<file path="config.mk">
export PLATFORM = sky130hd
export DESIGN_NAME = bk_multiword_add_seq_flat
export DESIGN_NICKNAME = d
export VERILOG_FILES = /design/src/rtl/bk_multiword_add_seq_if.sv /design/src/rtl/bk_multiword_add_seq.sv /design/src/flat_wrapper.sv
export SDC_FILE = /design/constraint.sdc
export NUM_CORES = 1
export LEC_CHECK = 0
export CORE_MARGIN = 8
export CORE_UTILIZATION = 40
export CTS_CLUSTER_DIAMETER = 80
export DETAILED_ROUTE_END_ITERATION = 10
export PLACE_DENSITY_LB_ADDON = 0.3
export SLEW_MARGIN = 20
export SYNTH_ARGS = -nofsm -noshare
export SYNTH_HDL_FRONTEND = slang
export SYNTH_SLANG_ARGS = --single-unit
</file>
<file path="constraint.sdc">
create_clock -name CLK -period 1.85 [get_ports CLK]
set_input_delay 0.37 -clock CLK [delete_from_list [all_inputs] [get_ports CLK]]
set_output_delay 0.37 -clock CLK [all_outputs]
set_load 0.01 [all_outputs]
</file>
<file path="src/rtl/bk_multiword_add_seq_if.sv">
// Operand, adder and sum signal bundle for the multiword add/sub sequencer.
// master: operand producer, shared 8-bit adder and sum consumer; slave: sequencer.
// OVF exists only when BK_SEQ_OVERFLOW_EN is defined.
interface bk_multiword_add_seq_if;
   logic       START;
   logic       SUB;
   logic       C_IN;
   logic       ABORT;
   logic       OP_VALID;
   logic [7:0] OP_A;
   logic [7:0] OP_B;
   logic       OP_READY;
   logic [7:0] ADD_A;
   logic [7:0] ADD_B;
   logic       ADD_C0;
   logic [7:0] ADD_S;
   logic       ADD_COUT;
   logic       SUM_VALID;
   logic [7:0] SUM;
   logic       SUM_LAST;
   logic       SUM_READY;
   logic       BUSY;
   logic       DONE;
   logic       C_OUT;
`ifdef BK_SEQ_OVERFLOW_EN
   logic       OVF;
`endif

   modport master (
      output START, SUB, C_IN, ABORT, OP_VALID, OP_A, OP_B, ADD_S, ADD_COUT, SUM_READY,
`ifdef BK_SEQ_OVERFLOW_EN
      input  OVF,
`endif
      input  OP_READY, ADD_A, ADD_B, ADD_C0, SUM_VALID, SUM, SUM_LAST, BUSY, DONE, C_OUT
   );

   modport slave (
      input  START, SUB, C_IN, ABORT, OP_VALID, OP_A, OP_B, ADD_S, ADD_COUT, SUM_READY,
`ifdef BK_SEQ_OVERFLOW_EN
      output OVF,
`endif
      output OP_READY, ADD_A, ADD_B, ADD_C0, SUM_VALID, SUM, SUM_LAST, BUSY, DONE, C_OUT
   );
endinterface

</file>
<file path="src/rtl/bk_multiword_add_seq.sv">
// Chains an external 8-bit adder over NUM_WORDS bytes for multi-precision add/sub (LSB first).
// Latency: each sum byte is registered 1 cycle after its operand byte is accepted; 1 byte/cycle.
// Backpressure: single output register; OP_READY drops while a sum byte is held and SUM_READY is low.
// Optional signed-overflow flag OVF is built when BK_SEQ_OVERFLOW_EN is defined.
module bk_multiword_add_seq #(
   parameter int NUM_WORDS = 4,
   parameter int CNT_W     = 8
) (
   input logic                   CLK,
   input logic                   RST_N,
   bk_multiword_add_seq_if.slave bus
);

   typedef enum logic [1:0] {
      IDLE = 2'd0,
      RUN  = 2'd1,
      FIN  = 2'd2
   } state_t;

   state_t           state;
   state_t           state_nxt;
   logic             mode;
   logic             carry;
   logic [CNT_W-1:0] cnt;
   logic [7:0]       sum_q;
   logic             sum_vld_q;
   logic             sum_last_q;
   logic             c_out_q;
`ifdef BK_SEQ_OVERFLOW_EN
   logic             ovf_q;
`endif

   logic op_rdy;
   logic accept;
   logic last_word;
   logic sum_hs;
   logic start_go;
   logic done_fire;

   // Subtraction is A + ~B + 1; the +1 comes from the carry seeded at START.
   assign bus.ADD_A  = bus.OP_A;
   assign bus.ADD_B  = mode ? ~bus.OP_B : bus.OP_B;
   assign bus.ADD_C0 = carry;

   assign op_rdy    = (state == RUN) && (!sum_vld_q || bus.SUM_READY);
   assign accept    = bus.OP_VALID && op_rdy;
   assign last_word = (cnt == CNT_W'(NUM_WORDS - 1));
   assign sum_hs    = sum_vld_q && bus.SUM_READY;
   assign start_go  = (state == IDLE) && bus.START && !bus.ABORT;
   // DONE coincides with the final sum handshake, while the FSM is still in FIN.
   assign done_fire = (state == FIN) && sum_hs && sum_last_q && !bus.ABORT;

   assign bus.OP_READY  = op_rdy;
   assign bus.SUM_VALID = sum_vld_q;
   assign bus.SUM       = sum_q;
   assign bus.SUM_LAST  = sum_last_q;
   assign bus.BUSY      = (state != IDLE);
   assign bus.DONE      = done_fire;
   assign bus.C_OUT     = c_out_q;
`ifdef BK_SEQ_OVERFLOW_EN
   assign bus.OVF       = ovf_q;
`endif

   // State register.
   always_ff @(posedge CLK or negedge RST_N) begin
      if (!RST_N) begin
         state <= IDLE;
      end else begin
         state <= state_nxt;
      end
   end

   // Next-state logic; ABORT overrides every transition.
   always_comb begin
      state_nxt = state;
      case (state)
         IDLE:    if (bus.START)          state_nxt = RUN;
         RUN:     if (accept && last_word) state_nxt = FIN;
         FIN:     if (done_fire)          state_nxt = IDLE;
         default:                         state_nxt = IDLE;
      endcase
      if (bus.ABORT) begin
         state_nxt = IDLE;
      end
   end

   // Operation setup, inter-byte carry, word counter, output register and final flags.
   always_ff @(posedge CLK or negedge RST_N) begin
      if (!RST_N) begin
         mode       <= 1'b0;
         carry      <= 1'b0;
         cnt        <= '0;
         sum_q      <= 8'h00;
         sum_vld_q  <= 1'b0;
         sum_last_q <= 1'b0;
         c_out_q    <= 1'b0;
`ifdef BK_SEQ_OVERFLOW_EN
         ovf_q      <= 1'b0;
`endif
      end else if (bus.ABORT) begin
         // C_OUT (and OVF) keep the last completed result.
         carry      <= 1'b0;
         cnt        <= '0;
         sum_vld_q  <= 1'b0;
         sum_last_q <= 1'b0;
      end else begin
         if (start_go) begin
            mode    <= bus.SUB;
            carry   <= bus.SUB ? 1'b1 : bus.C_IN;
            cnt     <= '0;
            c_out_q <= 1'b0;
`ifdef BK_SEQ_OVERFLOW_EN
            ovf_q   <= 1'b0;
`endif
         end
         if (accept) begin
            sum_q      <= bus.ADD_S;
            sum_vld_q  <= 1'b1;
            sum_last_q <= last_word;
            carry      <= bus.ADD_COUT;
            cnt        <= cnt + CNT_W'(1);
            if (last_word) begin
               c_out_q <= bus.ADD_COUT;
`ifdef BK_SEQ_OVERFLOW_EN
               // Operand signs equal and result sign differs -> signed overflow.
               ovf_q   <= (bus.OP_A[7] == bus.ADD_B[7]) && (bus.ADD_S[7] != bus.OP_A[7]);
`endif
            end
         end else if (sum_hs) begin
            sum_vld_q  <= 1'b0;
            sum_last_q <= 1'b0;
         end
      end
   end

endmodule

</file>
<file path="src/flat_wrapper.sv">
// flat-port wrapper written by rule: the top's interface ports become plain ports
module bk_multiword_add_seq_flat 
#(
   parameter int NUM_WORDS = 4,
   parameter int CNT_W     = 8
)
  (CLK, RST_N, bus_START, bus_SUB, bus_C_IN, bus_ABORT, bus_OP_VALID, bus_OP_A, bus_OP_B, bus_ADD_S, bus_ADD_COUT, bus_SUM_READY, bus_OP_READY, bus_ADD_A, bus_ADD_B, bus_ADD_C0, bus_SUM_VALID, bus_SUM, bus_SUM_LAST, bus_BUSY, bus_DONE, bus_C_OUT);
  bk_multiword_add_seq_if bus_i ();
  input logic CLK;
  input logic RST_N;
  input wire logic [$bits(bus_i.START)-1:0] bus_START;
  input wire logic [$bits(bus_i.SUB)-1:0] bus_SUB;
  input wire logic [$bits(bus_i.C_IN)-1:0] bus_C_IN;
  input wire logic [$bits(bus_i.ABORT)-1:0] bus_ABORT;
  input wire logic [$bits(bus_i.OP_VALID)-1:0] bus_OP_VALID;
  input wire logic [$bits(bus_i.OP_A)-1:0] bus_OP_A;
  input wire logic [$bits(bus_i.OP_B)-1:0] bus_OP_B;
  input wire logic [$bits(bus_i.ADD_S)-1:0] bus_ADD_S;
  input wire logic [$bits(bus_i.ADD_COUT)-1:0] bus_ADD_COUT;
  input wire logic [$bits(bus_i.SUM_READY)-1:0] bus_SUM_READY;
  output wire logic [$bits(bus_i.OP_READY)-1:0] bus_OP_READY;
  output wire logic [$bits(bus_i.ADD_A)-1:0] bus_ADD_A;
  output wire logic [$bits(bus_i.ADD_B)-1:0] bus_ADD_B;
  output wire logic [$bits(bus_i.ADD_C0)-1:0] bus_ADD_C0;
  output wire logic [$bits(bus_i.SUM_VALID)-1:0] bus_SUM_VALID;
  output wire logic [$bits(bus_i.SUM)-1:0] bus_SUM;
  output wire logic [$bits(bus_i.SUM_LAST)-1:0] bus_SUM_LAST;
  output wire logic [$bits(bus_i.BUSY)-1:0] bus_BUSY;
  output wire logic [$bits(bus_i.DONE)-1:0] bus_DONE;
  output wire logic [$bits(bus_i.C_OUT)-1:0] bus_C_OUT;
  assign bus_i.START = bus_START;
  assign bus_i.SUB = bus_SUB;
  assign bus_i.C_IN = bus_C_IN;
  assign bus_i.ABORT = bus_ABORT;
  assign bus_i.OP_VALID = bus_OP_VALID;
  assign bus_i.OP_A = bus_OP_A;
  assign bus_i.OP_B = bus_OP_B;
  assign bus_i.ADD_S = bus_ADD_S;
  assign bus_i.ADD_COUT = bus_ADD_COUT;
  assign bus_i.SUM_READY = bus_SUM_READY;
  assign bus_OP_READY = bus_i.OP_READY;
  assign bus_ADD_A = bus_i.ADD_A;
  assign bus_ADD_B = bus_i.ADD_B;
  assign bus_ADD_C0 = bus_i.ADD_C0;
  assign bus_SUM_VALID = bus_i.SUM_VALID;
  assign bus_SUM = bus_i.SUM;
  assign bus_SUM_LAST = bus_i.SUM_LAST;
  assign bus_BUSY = bus_i.BUSY;
  assign bus_DONE = bus_i.DONE;
  assign bus_C_OUT = bus_i.C_OUT;
  bk_multiword_add_seq #(.NUM_WORDS(NUM_WORDS), .CNT_W(CNT_W)) u_core (.CLK(CLK), .RST_N(RST_N), .bus(bus_i));
endmodule
</file>
# After elaboration in Yosys (flattened, before gate mapping)
# Index checks and enable logic that the tools add are counted.
# op_classes
add_sub_neg	1
muxes	21
bitwise_logic	2
n_reduce_logical	19
eq_ne	6
# op_table
operator	count
2-to-1 mux 8 bit	4
2-to-1 mux 1 bit	12
logical AND 1 bit	9
!= test 3 bit (second input constant)	3
adder 8 x 1 -> 8 bit (second input constant)	1
== test 8 x 2 -> 1 bit (second input constant)	1
2-to-1 mux 2 bit	4
NOT 8 bit	1
one-hot mux 2 bit (3 select lines)	1
nonzero test 3 bit	2
AND reduction 2 bit	2
AND reduction 3 bit	1
== test 2 x 1 -> 1 bit (second input constant)	1
== test 2 bit (second input constant)	1
zero test 1 bit	2
zero test 2 bit	1
nonzero test 2 bit	1
logical OR 1 bit	1
NOT 1 bit	1
# word_totals
register_bits	23
output_inout_bits	31

# Logic depth before layout (Yosys ltp)
# Gate-level depths: netlist of run 1.
# logic_depth
word_depth	8
depth_mapped	5

# Worst setup path before layout of run 1
# Ideal clock, no wire load.
# synth_timing
kind	register to register
from	reg u_core.cnt[0]
to	reg u_core.c_out_q (netlist: u_core.bus.C_OUT)
stages_incl_launch_ff	6
required_ns	1.724
path_buffers	0
t_arrival_ns	1.565
setup_slack_ns	0.159
period_less_slack_ns	1.691
path_cell_list	dfrtp_1 -> ha_1 -> or4b_4 -> nor4_4 -> nand2_2 -> a221o_1
# synth_via
elab_chain_len	3
# synth_rtl
item	line	rtl
start, declared	bk_multiword_add_seq.sv:24	logic [CNT_W-1:0] cnt;
start signal, assigned	bk_multiword_add_seq.sv:121	cnt <= cnt + CNT_W'(1);
== test 8 x 2 -> 1 bit	bk_multiword_add_seq.sv:47	assign last_word = (cnt == CNT_W'(NUM_WORDS - 1));
2-to-1 mux 1 bit	bk_multiword_add_seq.sv:122	if (last_word) begin
2-to-1 mux 1 bit	bk_multiword_add_seq.sv:116	if (accept) begin
end signal, assigned	bk_multiword_add_seq.sv:123	c_out_q <= bus.ADD_COUT;
end, declared	bk_multiword_add_seq.sv:28	logic c_out_q;
# No other way between the ends.
# A chain may end at the register's enable or synchronous reset.

# Final worst setup path of run 1
# Ends and elaborated chain as after synthesis.

==> results of run 1 <==
## area by class of cell
type,count,area [um^2],area share (%)
repair buffers,59,552,29.7
multi-input cells,80,646,34.7
flip-flops and latches,23,579,31.2
well taps,44,55.1,2.96
clock inverters,1,5.00,0.269
clock buffers,3,22.5,1.21
## worst min-delay path by stage
stage                            startpoint  cells past startpoint             endpoint
after global routing                  RST_N                      2    u_core.bus.SUM[0]
final                                 RST_N                      2  u_core.bus.SUM_LAST
after floorplan                       RST_N                      0    u_core.bus.ADD_C0
after CTS                             RST_N                      2    u_core.bus.SUM[5]
after global placement    u_core.bus.SUM[6]                      1    u_core.bus.SUM[6]
after detailed placement  u_core.bus.SUM[2]                      1    u_core.bus.SUM[2]
## logic make-up after synthesis
kind of cell,Yosys count
compound gates,21
mux,11
flops,23
buf+inv,12
simple gates,39
fa+ha+maj,1
xor+xnor,8
## cell usage after synthesis (all sizes together) (3+ instances only)
| library cell | count |
|---|---|
| dfrtp | 23 |
| a22o | 3 |
| nand2b | 5 |
| and3 | 3 |
| a21oi | 7 |
| nor2b | 5 |
| buf | 10 |
| nor2 | 5 |
| mux2 | 10 |
| a31oi | 4 |
| nand3 | 5 |
| xor2 | 8 |
| nand2 | 3 |
## flip-flops by register name, summed over array words and instances (netlist names)
name	cells
u_core.bus.C_OUT	1
u_core.bus.SUM_LAST	1
u_core.bus.SUM	8
u_core.mode	1
u_core.state	2
u_core.bus.ADD_C0	1
u_core.bus.SUM_VALID	1
u_core.cnt	8
## timing repair
item	in CTS	in global routing
endpoints found under the setup margin	11	3
pin swaps	0	0
gates resized for setup	19	5
endpoints found under the hold margin	0	0
setup buffers	2	0
## cell usage in the layout (no fill, tap or decap), drive strengths merged, types with 2 or more instances in the layout
cell           netlist  routed
nand2                3       3
and3                 3       3
xor2                 8       8
a31oi                4       4
nor3b                2       2
nor2b                5       5
mux2                10      10
nand2b               5       5
a21oi                7       7
a22o                 3       3
nor2                 5       5
nor4b                2       2
or3                  2       2
nand3                5       5
dlygate4sd2          0       9
clkbuf               2       4
dfrtp               23      23
buf                 10      13
a21o                 2       2
clkdlybuf4s50        0      36
## power by group through the flow
stage	clock network (uW)	logic [uW]	registers, uW
global route	259	496	625
detailed placement	0	492	628
floorplan	0	183	634
global placement	0	480	621
finish	238	457	615
CTS	240	464	618
## stage by stage
| stage | area, um^2 | cells |
|---|---|---|
| 3_5_place_dp | 1810 | 204 |
| 2_1_floorplan | 1270 | 115 |
| 3_3_place_gp | 1810 | 204 |
| 6_report | 1860 | 210 |
| 4_1_cts | 1850 | 210 |
| 5_1_grt | 1860 | 210 |
## layer usage
metal / global-route usage (%) / wire, um / vias up / share of wire (%)
met5: 0 / 0 / - / 0
met4: 1.36 / 0 / 0 / 0
met3: 4.41 / 268 / 0 / 8.3
met2: 22.2 / 1650 / 40 / 51
met1: 14.0 / 1320 / 531 / 41
li1: - / - / 517 / -
==> flow_summary.toml, run 1 <==
[pwr]
power_leakage_uw = 0.000815
p_clk_share_pct = 18.1
power_uw = 1310
p_sw_uw = 384
power.share.switching_pct = 29.3
power.share.combinational_pct = 34.9
p_int_uw = 925
powerDensity_nw_per_um2 = 704
peakVddDrop_v = 0.000556
pwr-share-seq_pct = 47.0

[sta]
period_needed_ps = 1780
tightestPinTransition_ps = 322
slew_violations = 0
max_freq_mhz = 562
hold_viol_final = 0
finClkSkew_ps = 4.21
rsz0062_at_grt = "true"
max-slew-margin-rel_pct = 78.0
worst_slack_ps = 70.4
setup_viol = 0
whs_ps = 387
period_share_pct = 96.2
finalSetupTns_ps = 0

[critical_path]
crit_cells = 5
crit_path_end = "u_core.bus.C_OUT"
r2r-end = "u_core.bus.C_OUT"
rrSetupSlack_ps = 70
cp_data_arrival_time_ps = 1990
cp_top_family = "simple AND/OR/NAND/NOR gates"
crit_type = "reg2reg"
crit_fanout = 4
crit_slowest_cell = "or4b_4"
worstPathRequired_ps = 2060
crit_chain = "ha_1 > or4b_4 > nor4_4 > nand2_2 > a221o_1"
ff2ff_path_depth = 5
start_kind = "register"
r2r_start = "u_core.cnt[0]"
end_kind = "register"
crit_buf_inv = 0
max_stage_delay_ps = 480
crit_start = "u_core.cnt[0]"

[detailed_routing]
via_count = 1088
detail-route-antenna-nets = 0
vias_per_cell = 5.18
wl_per_cell_um = 15.4
drc = 0
firstDrtPassIters = 4
wl_um = 3240
drt_iter0_drc = 31

[floorplanning]
rows = 20
fp.dieW_um = 72.3
die_y_um = 72.3
die-area_um2 = 5220
initial_utilization_pct = 41.8
ios = 64
core_um2 = 3030

[synthesis]
ys_types = 35
synth_nets = 149
yosys.area_share.simple_pct = 20.8
synth_top_family_by_area = "simple AND/OR/NAND/NOR gates"
synth-adder-area-share_pct = 0.988
synth-main-ff-cell = "dfrtp_1"
synth_top_area_cell = "dfrtp_1"
synth_compound_area_share_pct = 11.4
netlist.area_leader.share_pct = 45.5
synth_warnings = 0
synth-xor-area-share_pct = 5.53
netlist_area_um2 = 1270
synth_area_leaders = "dfrtp_1, mux2_2, xor2_1"
ys_seq_area_share_pct = 45.5
synth_edf_count = 0
async_reset_ff_share_pct = 100
synth.ff_latch_count = 23
synth.avg_cell_area_um2 = 11.0
syn_inst = 115
synthMuxAreaShare_pct = 9.68

[min_path]
min_path_type = "in2async"

[clocking]
cts.clk_slew.worst_paths_ps = 130
insertion_delay_ps = 310
cts_buffer_depth = 2
htree_num_levels = 1
numCtsBuffers = 3
clock_sinks = 23
cts_hold_buf = 0
cts_tree = "built"
cts-root-buf = "clkbuf_4"

[global_routing]
grt_first_pass_wirelength_um = 5250
grt_pass1_vias = 1133
grt_max_degree = 24
antenna_found_initial = 0
grt_overflow = 0
grt_use_total_pct = 12.3

[cells_and_area]
n_antenna_cell = 0
layout-drive-gt1-share_pct = 25.3
finalNetCount = 201
utilization_pct = 61.4
area_growth_pct = 46.8
fillers = 266

[placement]
gp_congestion = 0.809
place_hpwl_um = 2540
port_buffers = 47
place_ws_ps = -398

[job]
drv_cap = 0

[run_status]
status = "completed"
(Power assumes the default switching activity.)
==> run 2: changes to the inputs <==
- CTS_CLUSTER_SIZE: default -> 25
==> results of run 2 <==
Same layout as run 1: the final DEF is identical, and so are final timing and power.
==> run 3: changes to the inputs <==
- GPL_TIMING_DRIVEN: default -> 0
- REMOVE_ABC_BUFFERS: default -> 1
==> flow_summary.toml, run 3 (same netlist as run 1, synthesis figures left out) <==
[cells_and_area]
mostFrequentLayoutCell = "clkdlybuf4s50_1"
layout-drive-gt1-share_pct = 23.8
finalNetCount = 199
area_growth_pct = 43.9
fin_cells = 208
fillers = 271
n_antenna_cell = 0
most-common-layout-cells = "clkdlybuf4s50_1, dfrtp_1, dlygate4sd2_1, mux2_2, buf_4"

[clocking]
cts-root-buf = "clkbuf_4"
cts_tree = "built"
htree_num_levels = 1
cts.clk_slew.worst_paths_ps = 140
numCtsBuffers = 3
cts_buffer_depth = 2
clock_sinks = 23
insertion_delay_ps = 310

[critical_path]
crit_start = "u_core.cnt[0]"
crit_fanout = 3
cp_data_arrival_time_ps = 2040
r2r_start = "u_core.cnt[0]"
crit_type = "reg2reg"
worstPathRequired_ps = 2100
crit_path_end = "u_core.bus.C_OUT"
end_kind = "register"
rrSetupSlack_ps = 70
start_kind = "register"
ff2ff_path_depth = 6
r2r-end = "u_core.bus.C_OUT"

[global_routing]
antenna_found_initial = 0
grt_pass1_vias = 1197
grt_use_total_pct = 13.3
grt_max_degree = 24
grt_overflow = 0
grt_first_pass_wirelength_um = 5620

[detailed_routing]
drt_iter0_drc = 15
firstDrtPassIters = 4
dr.max_layer_used = "met4"
drc = 0
wl_per_cell_um = 15.9
detail-route-antenna-nets = 0
wl_met1_um = 1260
wl_met3_um = 354
wl_um = 3300
via_count = 1047
vias_per_cell = 5.03
wl_met2_um = 1680

[sta]
rsz0062_at_grt = "true"
finClkSkew_ps = 9.90
max-slew-margin-rel_pct = 60.7
setup_viol = 0
hold_viol_final = 0
period_needed_ps = 1780
period_share_pct = 96.5
worst_slack_ps = 65.0
max_freq_mhz = 560
slew_violations = 0
tightestPinTransition_ps = 585

[floorplanning]
ios = 64
die-area_um2 = 5220
core_um2 = 3030
die_y_um = 72.3
initial_utilization_pct = 41.8
fp.dieW_um = 72.3
rows = 20

[run_status]
status = "completed"

[placement]
place_ws_ps = -546
place_hpwl_um = 2490
port_buffers = 47
place_inst = 195
gp_congestion = 0.787

[pwr]
power.share.combinational_pct = 34.2
power_uw = 1300
powerDensity_nw_per_um2 = 711
p_int_uw = 914
pwr-share-seq_pct = 47.5
power_leakage_uw = 0.000814
power.share.switching_pct = 29.5
p_clk_share_pct = 18.3
p_sw_uw = 382
peakVddDrop_v = 0.000514

[job]
drv_cap = 0

[min_path]
min_path_type = "in2async"
[run 3: per-stage QoR]
stage                     instance area, um^2  hold WS [ps]  util [%]  setup TNS (ps)
after floorplan                          1190          74.4         -           -5390
after global placement                   1710           489      56.6          -20340
after detailed placement                 1730           499      57.3           -7530
after CTS                                1820           532      60.1           -10.3
after global routing                     1820          30.0      60.2           -42.0
final                                    1820          2.86      60.2               0
[run 3: final cells by class]
| class | count | area [um^2] | area share [%] |
|---|---|---|---|
| well taps | 44 | 55.1 | 3.02 |
| clock buffers | 3 | 22.5 | 1.24 |
| multi-input cells | 80 | 632 | 34.7 |
| clock inverters | 1 | 5.00 | 0.275 |
| repair buffers | 57 | 528 | 29.0 |
| flip-flops and latches | 23 | 579 | 31.8 |
[run 3: critical path: stages (launching register included)]
cell and delay, ps:
dfrtp_1 380, ha_2 180, or4b_4 470, nor4_4 220, buf_4 170, and4b_2 200
a221o_1 100
[run 3: worst min-delay path by stage]
stage / depth (start not counted) / startpoint / to
3_3_place_gp: 1 / u_core.bus.SUM[3] / u_core.bus.SUM[3]
4_1_cts: 1 / u_core.bus.SUM[0] / u_core.bus.SUM[0]
2_1_floorplan: 0 / RST_N / u_core.bus.ADD_C0
5_1_grt: 1 / RST_N / u_core.bus.SUM[3]
3_5_place_dp: 1 / u_core.bus.SUM[0] / u_core.bus.SUM[0]
6_report: 1 / RST_N / u_core.bus.SUM[3]
[run 3: per-layer routing]
layer,up-vias,GRT usage (%)
li1,510,-
met1,488,13.7
met2,47,23.6
met3,2,5.79
met4,0,4.08
met5,-,0
[run 3: repair_timing]
| action | in CTS | in global routing |
|---|---|---|
| hold endpoints to repair | 0 | 0 |
| gates resized for setup | 21 | 2 |
| setup buffers | 9 | 0 |
| endpoints found under the setup margin | 22 | 9 |
| hold buffers | 0 | 0 |
| pin swaps | 5 | 1 |
[run 3: power by group through the flow]
stage	combinational (uW)	sequential [uW]	clock (uW)
2_1_floorplan	147	645	0
3_3_place_gp	461	620	0
3_5_place_dp	476	629	0
4_1_cts	454	618	249
5_1_grt	483	627	263
6_report	443	616	237
